===== src/rtl/edge_cache_ctrl_pkg.sv =====
// Shared constants and state encoding for the
// edge-weight cache sequencer.
package edge_cache_ctrl_pkg;

  localparam int DEFAULT_VALUE_WIDTH = 16;
  localparam int EDGE_NODE_BITS = 5;

  typedef enum logic [1:0] {
    ST_IDLE  = 2'd0,
    ST_CLEAR = 2'd1,
    ST_LOAD  = 2'd2,
    ST_SERVE = 2'd3
  } state_t;

endpackage


===== src/rtl/edge_cache_if.sv =====
// Loader stream and dual read-requester bus
// of the edge-weight cache controller.
interface edge_cache_if
  import edge_cache_ctrl_pkg::*;
#(
  parameter int VALUE_WIDTH = DEFAULT_VALUE_WIDTH,
  parameter int NODE_BITS   = EDGE_NODE_BITS
);

  logic                   ld_valid;
  logic                   ld_ready;
  logic [NODE_BITS-1:0]   ld_from;
  logic [NODE_BITS-1:0]   ld_to;
  logic [VALUE_WIDTH-1:0] ld_weight;
  logic                   ld_last;

  logic [1:0]             rd_req;
  logic [2*NODE_BITS-1:0] rd_from;
  logic [2*NODE_BITS-1:0] rd_to;
  logic [1:0]             rd_gnt;
  logic [1:0]             rd_rvalid;
  logic [VALUE_WIDTH-1:0] rd_data;

  modport master (
    output ld_valid,
    output ld_from,
    output ld_to,
    output ld_weight,
    output ld_last,
    output rd_req,
    output rd_from,
    output rd_to,
    input  ld_ready,
    input  rd_gnt,
    input  rd_rvalid,
    input  rd_data
  );

  modport slave (
    input  ld_valid,
    input  ld_from,
    input  ld_to,
    input  ld_weight,
    input  ld_last,
    input  rd_req,
    input  rd_from,
    input  rd_to,
    output ld_ready,
    output rd_gnt,
    output rd_rvalid,
    output rd_data
  );

endinterface


===== src/rtl/edge_cache_ctrl_rr_arbiter2.sv =====
// Two-way round-robin arbiter; the pointer only
// moves when both requesters contend.
module rr_arbiter2 (
  input  logic       clock,
  input  logic       reset,
  input  logic       en,
  input  logic [1:0] req,
  output logic [1:0] gnt
);

  logic ptr;

  always_ff @(posedge clock or posedge reset) begin
    if (reset) begin
      ptr <= 1'b0;
    end else if (en && (&req)) begin
      ptr <= ~ptr;
    end
  end

  always_comb begin
    gnt = 2'b00;
    if (en) begin
      unique case (req)
        2'b01:   gnt = 2'b01;
        2'b10:   gnt = 2'b10;
        2'b11:   gnt = ptr ? 2'b10 : 2'b01;
        default: gnt = 2'b00;
      endcase
    end
  end

endmodule


===== src/rtl/edge_cache_ctrl.sv =====
// Clear/load sequencer and read arbiter in front
// of the single-port edge-weight cache RAM.
module edge_cache_ctrl
  import edge_cache_ctrl_pkg::*;
#(
  parameter int VALUE_WIDTH = DEFAULT_VALUE_WIDTH,
  parameter int NODE_BITS   = EDGE_NODE_BITS
) (
  input  logic                   clock,
  input  logic                   reset,
  input  logic                   start,
  output logic                   busy,
  output logic                   cache_valid,
  edge_cache_if.slave            bus,
  output logic [2*NODE_BITS-1:0] mem_address,
  output logic                   mem_write_enable,
  output logic [VALUE_WIDTH-1:0] mem_write_data,
  input  logic [VALUE_WIDTH-1:0] mem_edge_value
);

  localparam int AW = 2 * NODE_BITS;

  state_t        state;
  state_t        state_nx;
  logic [AW-1:0] clr_cnt;
  logic [1:0]    gnt;
  logic [1:0]    rvalid;
  logic          arb_en;
  logic          ld_fire;

  logic [NODE_BITS-1:0] from0, from1;
  logic [NODE_BITS-1:0] to0, to1;

  assign from0 = bus.rd_from[NODE_BITS-1:0];
  assign from1 = bus.rd_from[AW-1:NODE_BITS];
  assign to0   = bus.rd_to[NODE_BITS-1:0];
  assign to1   = bus.rd_to[AW-1:NODE_BITS];

  assign ld_fire = (state == ST_LOAD) && bus.ld_valid;

  // start in SERVE pre-empts any grant that cycle
  assign arb_en = (state == ST_SERVE) && !start;

  rr_arbiter2 u_arb (
    .clock (clock),
    .reset (reset),
    .en    (arb_en),
    .req   (bus.rd_req),
    .gnt   (gnt)
  );

  assign bus.rd_gnt    = gnt;
  assign bus.rd_rvalid = rvalid;
  assign bus.rd_data   = mem_edge_value;

  always_ff @(posedge clock or posedge reset) begin
    if (reset) begin
      state <= ST_IDLE;
    end else begin
      state <= state_nx;
    end
  end

  always_ff @(posedge clock or posedge reset) begin
    if (reset) begin
      clr_cnt <= '0;
    end else if (state == ST_CLEAR) begin
      clr_cnt <= clr_cnt + 1'b1;
    end else begin
      clr_cnt <= '0;
    end
  end

  always_ff @(posedge clock or posedge reset) begin
    if (reset) begin
      rvalid <= 2'b00;
    end else begin
      rvalid <= gnt;
    end
  end

  always_comb begin
    state_nx = state;
    unique case (state)
      ST_IDLE: begin
        if (start) state_nx = ST_CLEAR;
      end
      ST_CLEAR: begin
        if (&clr_cnt) state_nx = ST_LOAD;
      end
      ST_LOAD: begin
        if (ld_fire && bus.ld_last)
          state_nx = ST_SERVE;
      end
      ST_SERVE: begin
        if (start) state_nx = ST_CLEAR;
      end
      default: state_nx = ST_IDLE;
    endcase
  end

  always_comb begin
    busy             = 1'b0;
    cache_valid      = 1'b0;
    bus.ld_ready     = 1'b0;
    mem_address      = '0;
    mem_write_enable = 1'b0;
    mem_write_data   = '0;
    unique case (state)
      ST_CLEAR: begin
        busy             = 1'b1;
        mem_write_enable = 1'b1;
        mem_address      = clr_cnt;
        mem_write_data   = '1;
      end
      ST_LOAD: begin
        bus.ld_ready = 1'b1;
        if (bus.ld_valid) begin
          mem_write_enable = 1'b1;
          mem_address      = {bus.ld_to, bus.ld_from};
          mem_write_data   = bus.ld_weight;
        end
      end
      ST_SERVE: begin
        cache_valid = 1'b1;
        unique case (1'b1)
          gnt[0]:  mem_address = {to0, from0};
          gnt[1]:  mem_address = {to1, from1};
          default: mem_address = '0;
        endcase
      end
      default: ;
    endcase
  end

endmodule

===== src/flat_wrapper.sv =====
// flat-port wrapper written by rule: the top's interface ports become plain ports
module edge_cache_ctrl_flat import edge_cache_ctrl_pkg::*;
#(
  parameter int VALUE_WIDTH = DEFAULT_VALUE_WIDTH,
  parameter int NODE_BITS   = EDGE_NODE_BITS
)
  (clock, reset, start, busy, cache_valid, mem_address, mem_write_enable, mem_write_data, mem_edge_value, bus_ld_valid, bus_ld_from, bus_ld_to, bus_ld_weight, bus_ld_last, bus_rd_req, bus_rd_from, bus_rd_to, bus_ld_ready, bus_rd_gnt, bus_rd_rvalid, bus_rd_data);
  edge_cache_if #(.VALUE_WIDTH(VALUE_WIDTH), .NODE_BITS(NODE_BITS)) bus_i ();
  input  logic clock;
  input  logic reset;
  input  logic start;
  output logic busy;
  output logic cache_valid;
  output logic [2*NODE_BITS-1:0] mem_address;
  output logic mem_write_enable;
  output logic [VALUE_WIDTH-1:0] mem_write_data;
  input  logic [VALUE_WIDTH-1:0] mem_edge_value;
  input wire logic [$bits(bus_i.ld_valid)-1:0] bus_ld_valid;
  input wire logic [$bits(bus_i.ld_from)-1:0] bus_ld_from;
  input wire logic [$bits(bus_i.ld_to)-1:0] bus_ld_to;
  input wire logic [$bits(bus_i.ld_weight)-1:0] bus_ld_weight;
  input wire logic [$bits(bus_i.ld_last)-1:0] bus_ld_last;
  input wire logic [$bits(bus_i.rd_req)-1:0] bus_rd_req;
  input wire logic [$bits(bus_i.rd_from)-1:0] bus_rd_from;
  input wire logic [$bits(bus_i.rd_to)-1:0] bus_rd_to;
  output wire logic [$bits(bus_i.ld_ready)-1:0] bus_ld_ready;
  output wire logic [$bits(bus_i.rd_gnt)-1:0] bus_rd_gnt;
  output wire logic [$bits(bus_i.rd_rvalid)-1:0] bus_rd_rvalid;
  output wire logic [$bits(bus_i.rd_data)-1:0] bus_rd_data;
  assign bus_i.ld_valid = bus_ld_valid;
  assign bus_i.ld_from = bus_ld_from;
  assign bus_i.ld_to = bus_ld_to;
  assign bus_i.ld_weight = bus_ld_weight;
  assign bus_i.ld_last = bus_ld_last;
  assign bus_i.rd_req = bus_rd_req;
  assign bus_i.rd_from = bus_rd_from;
  assign bus_i.rd_to = bus_rd_to;
  assign bus_ld_ready = bus_i.ld_ready;
  assign bus_rd_gnt = bus_i.rd_gnt;
  assign bus_rd_rvalid = bus_i.rd_rvalid;
  assign bus_rd_data = bus_i.rd_data;
  edge_cache_ctrl #(.VALUE_WIDTH(VALUE_WIDTH), .NODE_BITS(NODE_BITS)) u_core (.clock(clock), .reset(reset), .start(start), .busy(busy), .cache_valid(cache_valid), .bus(bus_i), .mem_address(mem_address), .mem_write_enable(mem_write_enable), .mem_write_data(mem_write_data), .mem_edge_value(mem_edge_value));
endmodule

===== config.mk =====
export PLATFORM = sky130hd
export DESIGN_NAME = edge_cache_ctrl_flat
export DESIGN_NICKNAME = d
export VERILOG_FILES = /design/src/rtl/edge_cache_ctrl_pkg.sv /design/src/rtl/edge_cache_if.sv /design/src/rtl/edge_cache_ctrl_rr_arbiter2.sv /design/src/rtl/edge_cache_ctrl.sv /design/src/flat_wrapper.sv
export SDC_FILE = /design/constraint.sdc
export NUM_CORES = 1
export LEC_CHECK = 0
export CAP_MARGIN = 10
export CORE_ASPECT_RATIO = 1.4
export CORE_MARGIN = 5
export CORE_UTILIZATION = 28
export CTS_CLUSTER_SIZE = 20
export DETAILED_ROUTE_END_ITERATION = 12
export PLACE_DENSITY = 0.89
export RECOVER_POWER = 100
export SLEW_MARGIN = 25
export SYNTH_ARGS = -nofsm -noshare
export SYNTH_HDL_FRONTEND = slang
export SYNTH_SLANG_ARGS = --single-unit

===== constraint.sdc =====
create_clock -name clock -period 1.9 [get_ports clock]
set_clock_uncertainty 0.2 [all_clocks]
set_input_delay 0.38 -clock clock [delete_from_list [all_inputs] [get_ports clock]]
set_output_delay 0.38 -clock clock [all_outputs]
set_load 0.01 [all_outputs]

==> run summary, run 1 <==
The tools report the share of synthesized area occupied by flip-flops and latches as 29.6%. The internal power was 0.00179 W. The number of register bits inferred by synthesis was 15; the maximum clock path buffer count was 2. The area of the placeable core was 4460 µm²; the final weighted congestion in routability-driven placement was 0.745.

Clock tree synthesis selected as its root buffer the cell sky130_fd_sc_hd__clkbuf_8. The number of detailed-routing iterations run before antenna repair was 5; the final global-route overflow total was 0. Die footprint: 5990 µm². The area growth from synthesis to layout is 99.9%. The measured slew at the worst slew-check pin was 0.578 ns. Data on the critical path arrives at its endpoint at 1.88 ns. For the post-placement worst setup slack, the log shows -0.809 ns. The critical-path maximum fanout is 5, and the standard-cell row count is 29. VDD sags by at most 0.000721 V.

Counting every sink on the clock net gives 15. The min-delay analysis places its worst path in the category in -> reg. The logs give 19 for the pin count of the biggest net entering global routing and 1,623 for the total via count after detailed routing. In this run, CTS created clock tree buffers numbering 3. Including well taps, the total number of placed cells is 309. The run gives 1270 µm² as the post-synthesis instance area. The width of the die came out at 66.9 µm.

After clock tree synthesis, the clock-pin slew on the worst setup and hold paths is 0.06 ns. The tools report the post-place instance area as 2310 µm². After the first detailed-routing iteration, the DRC count stood at 92. The number of warnings issued by yosys came out at 0. The reported net switching power was 0.00128 W. The highest clock rate was 0.407 GHz; the remaining antenna violation count after routing was 0. The overall die height is 89.6 µm.

Combinational cells account for 76.7% of the total power. The post-layout total power is 0.00308 W, and the number of levels the H-tree was split into is 1. The final reports fail on negative setup slack.

The tools report the clock group share of total power as 8.9%. Setup repair after global routing could not meet its margin everywhere. The cell count after synthesis is 160. Leaving out filler cells and counting taps, the final layout contains 331. For this configuration, the core starts out at a cell density of 28.4%.

Cell area power density: 1210 nW/µm². Setup violations remaining at the end of the flow were counted as 30. The tools report the sequential share of power as 14.3%. The wire length per cell is 15.9 µm.

Across the run, the number of max-cap violations was 0. Fraction of final layout cells with drive strength greater than 1: 41.3%. The run finished, with violations left.

The final hold violation count was 0. The logs give 0 for the final number of max-transition violations and 0.26 ns for the insertion delay of the later-clocked pin in the worst-skew pair. The slack of the critical path is -0.555 ns.

0 antenna diodes ended up in the layout. Counting I/O delays and the setup requirement, the final critical path takes 2.46 ns. The run gives 7470 µm as the global-route wire length before repair.

For this run, design rule violations remaining after detail routing come to 0. In this run, distinct cell masters in the synthesized netlist total 30. TritonCTS built the clock tree.

After synthesis, the mean cell area works out to 7.92 µm². Across every metal layer, demand over resource in global routing totals 16.6%. The I/O pin count was 119. The final critical path takes up 129% of the cycle. The routed via count divided by cell count is 4.90, and the via count of the first global-routing pass is 1,590. The post-layout instance area is 2530 µm², and the switching part of the total is 41.7%. After legalization and detailed placement, the total HPWL measured 3540 µm. Number of nets produced by synthesis: 235.

The run gives 345 as the final-stage net count. The worst setup path is captured at an output pin. The leakage component of the power is 1.16 nW. The run gives 5260 µm as the total routed wirelength. Port buffering added 86 buffers. Across all hold checks on the routed design, the worst slack comes to 0.273 ns. The run gives 0 as the number of antenna violations at the first check in global routing. The kind of start point of the critical path is a flip-flop.

For the worst slew margin relative to its limit, the log shows 61.4%. The critical path class is reg -> out. The required time of the critical path is 1.32 ns.
-- what timing repair did --
action	4_1_cts	5_1_grt
cloned	1	1
buffers inserted	26	2
endpoints found under the setup margin	32	32
pin swaps	18	22
hold buffers	0	0
gates resized for setup	134	34
-- final timing paths --
| check | to | slack, ns | startpoint | depth (start not counted) |
|---|---|---|---|---|
| max in group asynchronous | u_core.state[0] | 0.68 | reset | 2 |
| min in group asynchronous | u_core.bus.rd_rvalid[0] | 0.41 | reset | 2 |
| hold / removal | u_core.u_arb.ptr | 0.27 | bus_rd_req[0] | 3 |
| hold reg to reg | u_core.u_arb.ptr | 0.37 | u_core.u_arb.ptr | 2 |
| setup reg to reg | u_core.state[0] | 0.10 | u_core.state[0] | 9 |
| setup / recovery | mem_address[9] | -0.56 | u_core.state[0] | 7 |
-- critical path, stage by stage, from the launching register on --
cell	delay (ns)
sky130_fd_sc_hd__dfrtp_2	0.42
sky130_fd_sc_hd__inv_2	0.07
sky130_fd_sc_hd__ha_4	0.16
sky130_fd_sc_hd__and2_4	0.17
sky130_fd_sc_hd__buf_12	0.14
sky130_fd_sc_hd__a222oi_1	0.35
sky130_fd_sc_hd__a21oi_1	0.14
sky130_fd_sc_hd__buf_2	0.17
-- flip-flops by register name, indices dropped and copies added (netlist names) --
signal,flops
u_core.bus.rd_rvalid,2
u_core.u_arb.ptr,1
u_core.clr_cnt,10
u_core.state,2
-- placed cells by master, fill, tap and decap left out, drive strengths merged, types with 5 or more instances in the layout --
cell / Yosys / routed
a222oi: 10 / 10
nor2: 34 / 34
clkdlybuf4s50: 0 / 52
dfrtp: 15 / 15
and2: 6 / 6
a21oi: 10 / 10
o21ai: 5 / 6
nand3: 5 / 5
nand2: 14 / 14
ha: 6 / 6
buf: 21 / 72
-- metrics by stage --
step | util (%) | setup TNS [ns]
floorplan | - | -0.804
global placement | 51.8 | -19.29
detailed placement | 51.8 | -19.90
CTS | 53.2 | -12.37
global route | 56.8 | -14.04
finish | 56.8 | -12.12
-- power by group through the flow --
stage | sequential [W] | clock, W | combinational (W)
after floorplan | 0.000426 | 0 | 0.000975
after global placement | 0.000424 | 0 | 0.00191
after detailed placement | 0.000428 | 0 | 0.00194
after CTS | 0.000422 | 0.000271 | 0.00199
after global routing | 0.000443 | 0.000283 | 0.00253
final | 0.000441 | 0.000275 | 0.00236
-- cell usage after synthesis --
library cell / n / share of area [%]
sky130_fd_sc_hd__o21ai_2: 1 / 0.69
sky130_fd_sc_hd__buf_2: 4 / 1.6
sky130_fd_sc_hd__inv_1: 4 / 1.2
sky130_fd_sc_hd__mux2i_1: 1 / 0.79
sky130_fd_sc_hd__o21ai_0: 4 / 1.6
sky130_fd_sc_hd__or3_1: 3 / 1.5
sky130_fd_sc_hd__nand2b_1: 1 / 0.49
sky130_fd_sc_hd__nor2_1: 34 / 10
sky130_fd_sc_hd__a222oi_1: 10 / 7.9
sky130_fd_sc_hd__a21boi_1: 3 / 1.8
sky130_fd_sc_hd__a21boi_0: 1 / 0.59
sky130_fd_sc_hd__nand2_1: 13 / 3.9
sky130_fd_sc_hd__and2_1: 6 / 3.0
sky130_fd_sc_hd__nand4_4: 1 / 1.7
sky130_fd_sc_hd__a21oi_1: 10 / 3.9
sky130_fd_sc_hd__buf_4: 16 / 9.5
sky130_fd_sc_hd__nor3_1: 1 / 0.39
sky130_fd_sc_hd__and3_1: 3 / 1.5
sky130_fd_sc_hd__nand3b_1: 1 / 0.59
sky130_fd_sc_hd__clkbuf_1: 4 / 1.2
sky130_fd_sc_hd__nor2b_1: 3 / 1.5
sky130_fd_sc_hd__o31ai_4: 1 / 1.7
sky130_fd_sc_hd__nand2_2: 1 / 0.49
sky130_fd_sc_hd__xnor2_1: 4 / 2.8
sky130_fd_sc_hd__nand3_1: 5 / 2.0
sky130_fd_sc_hd__and3b_1: 1 / 0.69
sky130_fd_sc_hd__dfrtp_1: 15 / 30
sky130_fd_sc_hd__xor2_1: 2 / 1.4
sky130_fd_sc_hd__buf_1: 1 / 0.30
sky130_fd_sc_hd__ha_1: 6 / 5.9
-- layout make-up --
type / count / area (µm²)
fill: 389 / 1930
sequential: 15 / 378
inverter: 4 / 15.0
tap: 62 / 77.6
multi-input combinational: 118 / 887
timing repair buffer: 128 / 1130
clock buffer: 4 / 45.0
-- cell families after synthesis --
kind of cell	after synthesis	synth area share, %
AOI/OAI and AO/OA	30	18.2
xor gates and xnor gates	6	4.15
adders and majority gates	6	5.92
buffers and inverters	29	13.7
DFF	15	29.6
muxes	1	0.790
and+or+nand+nor	73	27.6
-- layer usage --
metal | wire length [µm] | global-route usage, % | part of all wire [%]
met5 | 0 | 0 | 0
met4 | 201 | 10.1 | 3.8
met3 | 411 | 2.12 | 7.8
met2 | 2900 | 31.8 | 55
met1 | 1750 | 16.7 | 33
Note: power is estimated with default switching activity, not from simulation.
==> inputs of run 2 (changes only) <==
RECOVER_POWER = not set   (was 100)
SLEW_MARGIN = 40   (was 25)
==> run summary, run 2 (synthesis gave the netlist of run 1 again) <==
The final critical path time including I/O delays and setup was 2.46 ns (unchanged); the maximum clock path buffer count was 2 (unchanged). The tools report the area of the placeable core as 4460 µm² (unchanged). The required time of the critical path came out at 1.32 ns (about the same). The run gives 0 (unchanged) as the final number of max-transition violations.

The logs give 56.8% (unchanged) for the fraction of the core area covered by cells at the end of the flow and 7470 µm (unchanged) for the global-route wire length before repair. The standard-cell row count is 29 (unchanged), and the DRC violation total after the first TritonRoute iteration is 92 (unchanged). The logs give 15 (unchanged) for the number of sinks driven by the clock tree and 1,623 (unchanged) for the total via count after detailed routing. The largest voltage drop on the vdd net was 0.000721 V (unchanged). The worst setup path is captured at an output pin. The logs give 30 (unchanged) for the final setup violation count and 2310 µm² (unchanged) for the post-place instance area. The measured slew at the worst slew-check pin works out to 0.578 ns (+0.00000274 ns). The insertion delay of the later-clocked pin in the worst-skew pair is 0.26 ns (about the same). The final-stage net count is 345 (unchanged). The overall die height came out at 89.6 µm (unchanged). I/O pin count: 119 (unchanged).

The tools report the leakage component of the power as 1.16 nW (about the same). The slack of the critical path is -0.555 ns (unchanged), and the flip-flop count of the largest register, all copies and words added is 10 (unchanged). The worst setup path is launched from a flip-flop. Post-CTS clock slew at the launch and capture registers of the worst setup and hold paths: 0.06 ns (about the same). The number of antenna violations at the first check in global routing is 0 (unchanged), and the post-DP HPWL is 3540 µm (unchanged). The width of the die came out at 66.9 µm (unchanged).

Count of antenna diodes in the layout: 0 (unchanged). The critical path is of the reg -> out type. Via count of the first global-routing pass: 1,590 (unchanged).

The length in cells of the worst reg-to-reg path is 9 (unchanged), and the final weighted congestion in routability-driven placement is 0.745 (unchanged). The pin count of the biggest net entering global routing was 19 (unchanged); the post-route DRC violation count was 0 (unchanged). The commonest non-fill, non-tap cell in the layout was sky130_fd_sc_hd__clkdlybuf4s50_1.

The setup TNS after final layout is -12.12 ns (unchanged), and the max-capacitance violation count is 0 (unchanged). The share of the cycle needed by the critical path after routing is 129% (unchanged), and the highest clock rate is 0.407 GHz (unchanged). Cell area power density: 1210 nW/µm² (about the same). The critical-path maximum fanout is 5 (unchanged).

For the number of levels the H-tree was split into, the log shows 1 (unchanged). Setup repair after global routing could not meet its margin everywhere. The checks that failed: negative setup slack. The final hold violation count is 0 (unchanged), and the final global-route overflow total is 0 (unchanged). The run gives 2530 µm² (unchanged) as the post-layout instance area. In the layout the commonest cells are sky130_fd_sc_hd__clkdlybuf4s50_1 (53), sky130_fd_sc_hd__buf_4 (28), sky130_fd_sc_hd__nor2_1 (24), sky130_fd_sc_hd__buf_2 (24), sky130_fd_sc_hd__buf_6 (18). The worst hold slack was 0.273 ns (unchanged); the layout overhead on the synthesized area was 99.9% (unchanged).

The count of port buffers added during placement was 86 (unchanged); the die footprint was 5990 µm² (unchanged). The routed via count divided by cell count works out to 4.90 (unchanged). Number of detailed-routing iterations run before antenna repair: 5 (unchanged).

The starting utilization of the core area was 28.4% (unchanged); the post-placement worst setup slack was -0.809 ns (unchanged). The wire length per cell is 15.9 µm (unchanged). The tools report the total routing resource utilization after global routing as 16.6% (unchanged). Register bank with the most flops: u_core.clr_cnt.

The fraction of final layout cells with drive strength greater than 1 was 41.3% (unchanged). Number of cells traversed by the worst hold path: 3 (unchanged). The run gives 3 (unchanged) as the number of buffers created by CTS. The master cell of the clock root buffer is sky130_fd_sc_hd__clkbuf_8.

For the remaining antenna violation count after routing, the log shows 0 (unchanged). The total routed wirelength came out at 5260 µm (unchanged). The worst hold path belongs to the class in -> reg.

TritonCTS built the clock tree. The run gives 61.4% (about the same) as the worst slew margin relative to its limit. The flow ran to the end, but the final reports show violations. The tools report the data arrival time of the critical path as 1.88 ns (about the same).
[run 2: changes by cell type in the layout (fill, tap and decap cells not counted)]
cell / delta
sky130_fd_sc_hd__clkdlybuf4s50_1: +1
sky130_fd_sc_hd__dlygate4sd3_1: -1
[run 2: layout make-up]
type / count / area, µm²
clock buffers: 4 / 45.0
repair buffers: 128 / 1130
fillers: 389 / 1930
multi-input cells: 118 / 887
inverters: 4 / 15.0
flip-flops and latches: 15 / 378
well taps: 62 / 77.6
[run 2: critical path: stages, from the launching register on]
cell and delay, ns:
sky130_fd_sc_hd__dfrtp_2 0.42, sky130_fd_sc_hd__inv_2 0.07, sky130_fd_sc_hd__ha_4 0.16, sky130_fd_sc_hd__and2_4 0.17
sky130_fd_sc_hd__buf_12 0.14, sky130_fd_sc_hd__a222oi_1 0.35, sky130_fd_sc_hd__a21oi_1 0.14, sky130_fd_sc_hd__buf_2 0.17
[run 2: per-stage QoR]
stage	total power, W	cells
6_report	0.00308	331
3_3_place_gp	0.00234	309
5_1_grt	0.00326	331
2_1_floorplan	0.00140	160
4_1_cts	0.00268	328
3_5_place_dp	0.00237	309
[run 2: final timing paths]
path,from,end,slack [ns]
worst max-delay path,u_core.state[0],mem_address[9],-0.56
worst min-delay path,bus_rd_req[0],u_core.u_arb.ptr,0.27
worst max register to register,u_core.state[0],u_core.state[0],0.10
worst min register to register,u_core.u_arb.ptr,u_core.u_arb.ptr,0.37
max in group asynchronous,reset,u_core.state[0],0.81
min in group asynchronous,reset,u_core.bus.rd_rvalid[0],0.28
[run 2: power breakdown]
part	internal [W]	leakage [nW]	switching [W]
Clock	0.000149	0.0228	0.000126
Sequential	0.000381	0.198	0.0000604
Combinational	0.00126	0.943	0.00110
Total	0.00179	1.16	0.00128
[run 2: timing repair]
action / 4_1_cts / 5_1_grt
gates cloned: 1 / 1
hold buffers: 0 / 0
setup buffers: 26 / 2
resized for setup: 134 / 34
setup endpoints to repair: 32 / 32
pin swaps: 18 / 22
[run 2: metal layers]
layer / GRT usage (%) / wire length (µm)
met1: 16.7 / 1750
met2: 31.8 / 2900
met3: 2.12 / 411
met4: 10.1 / 201
met5: 0 / 0
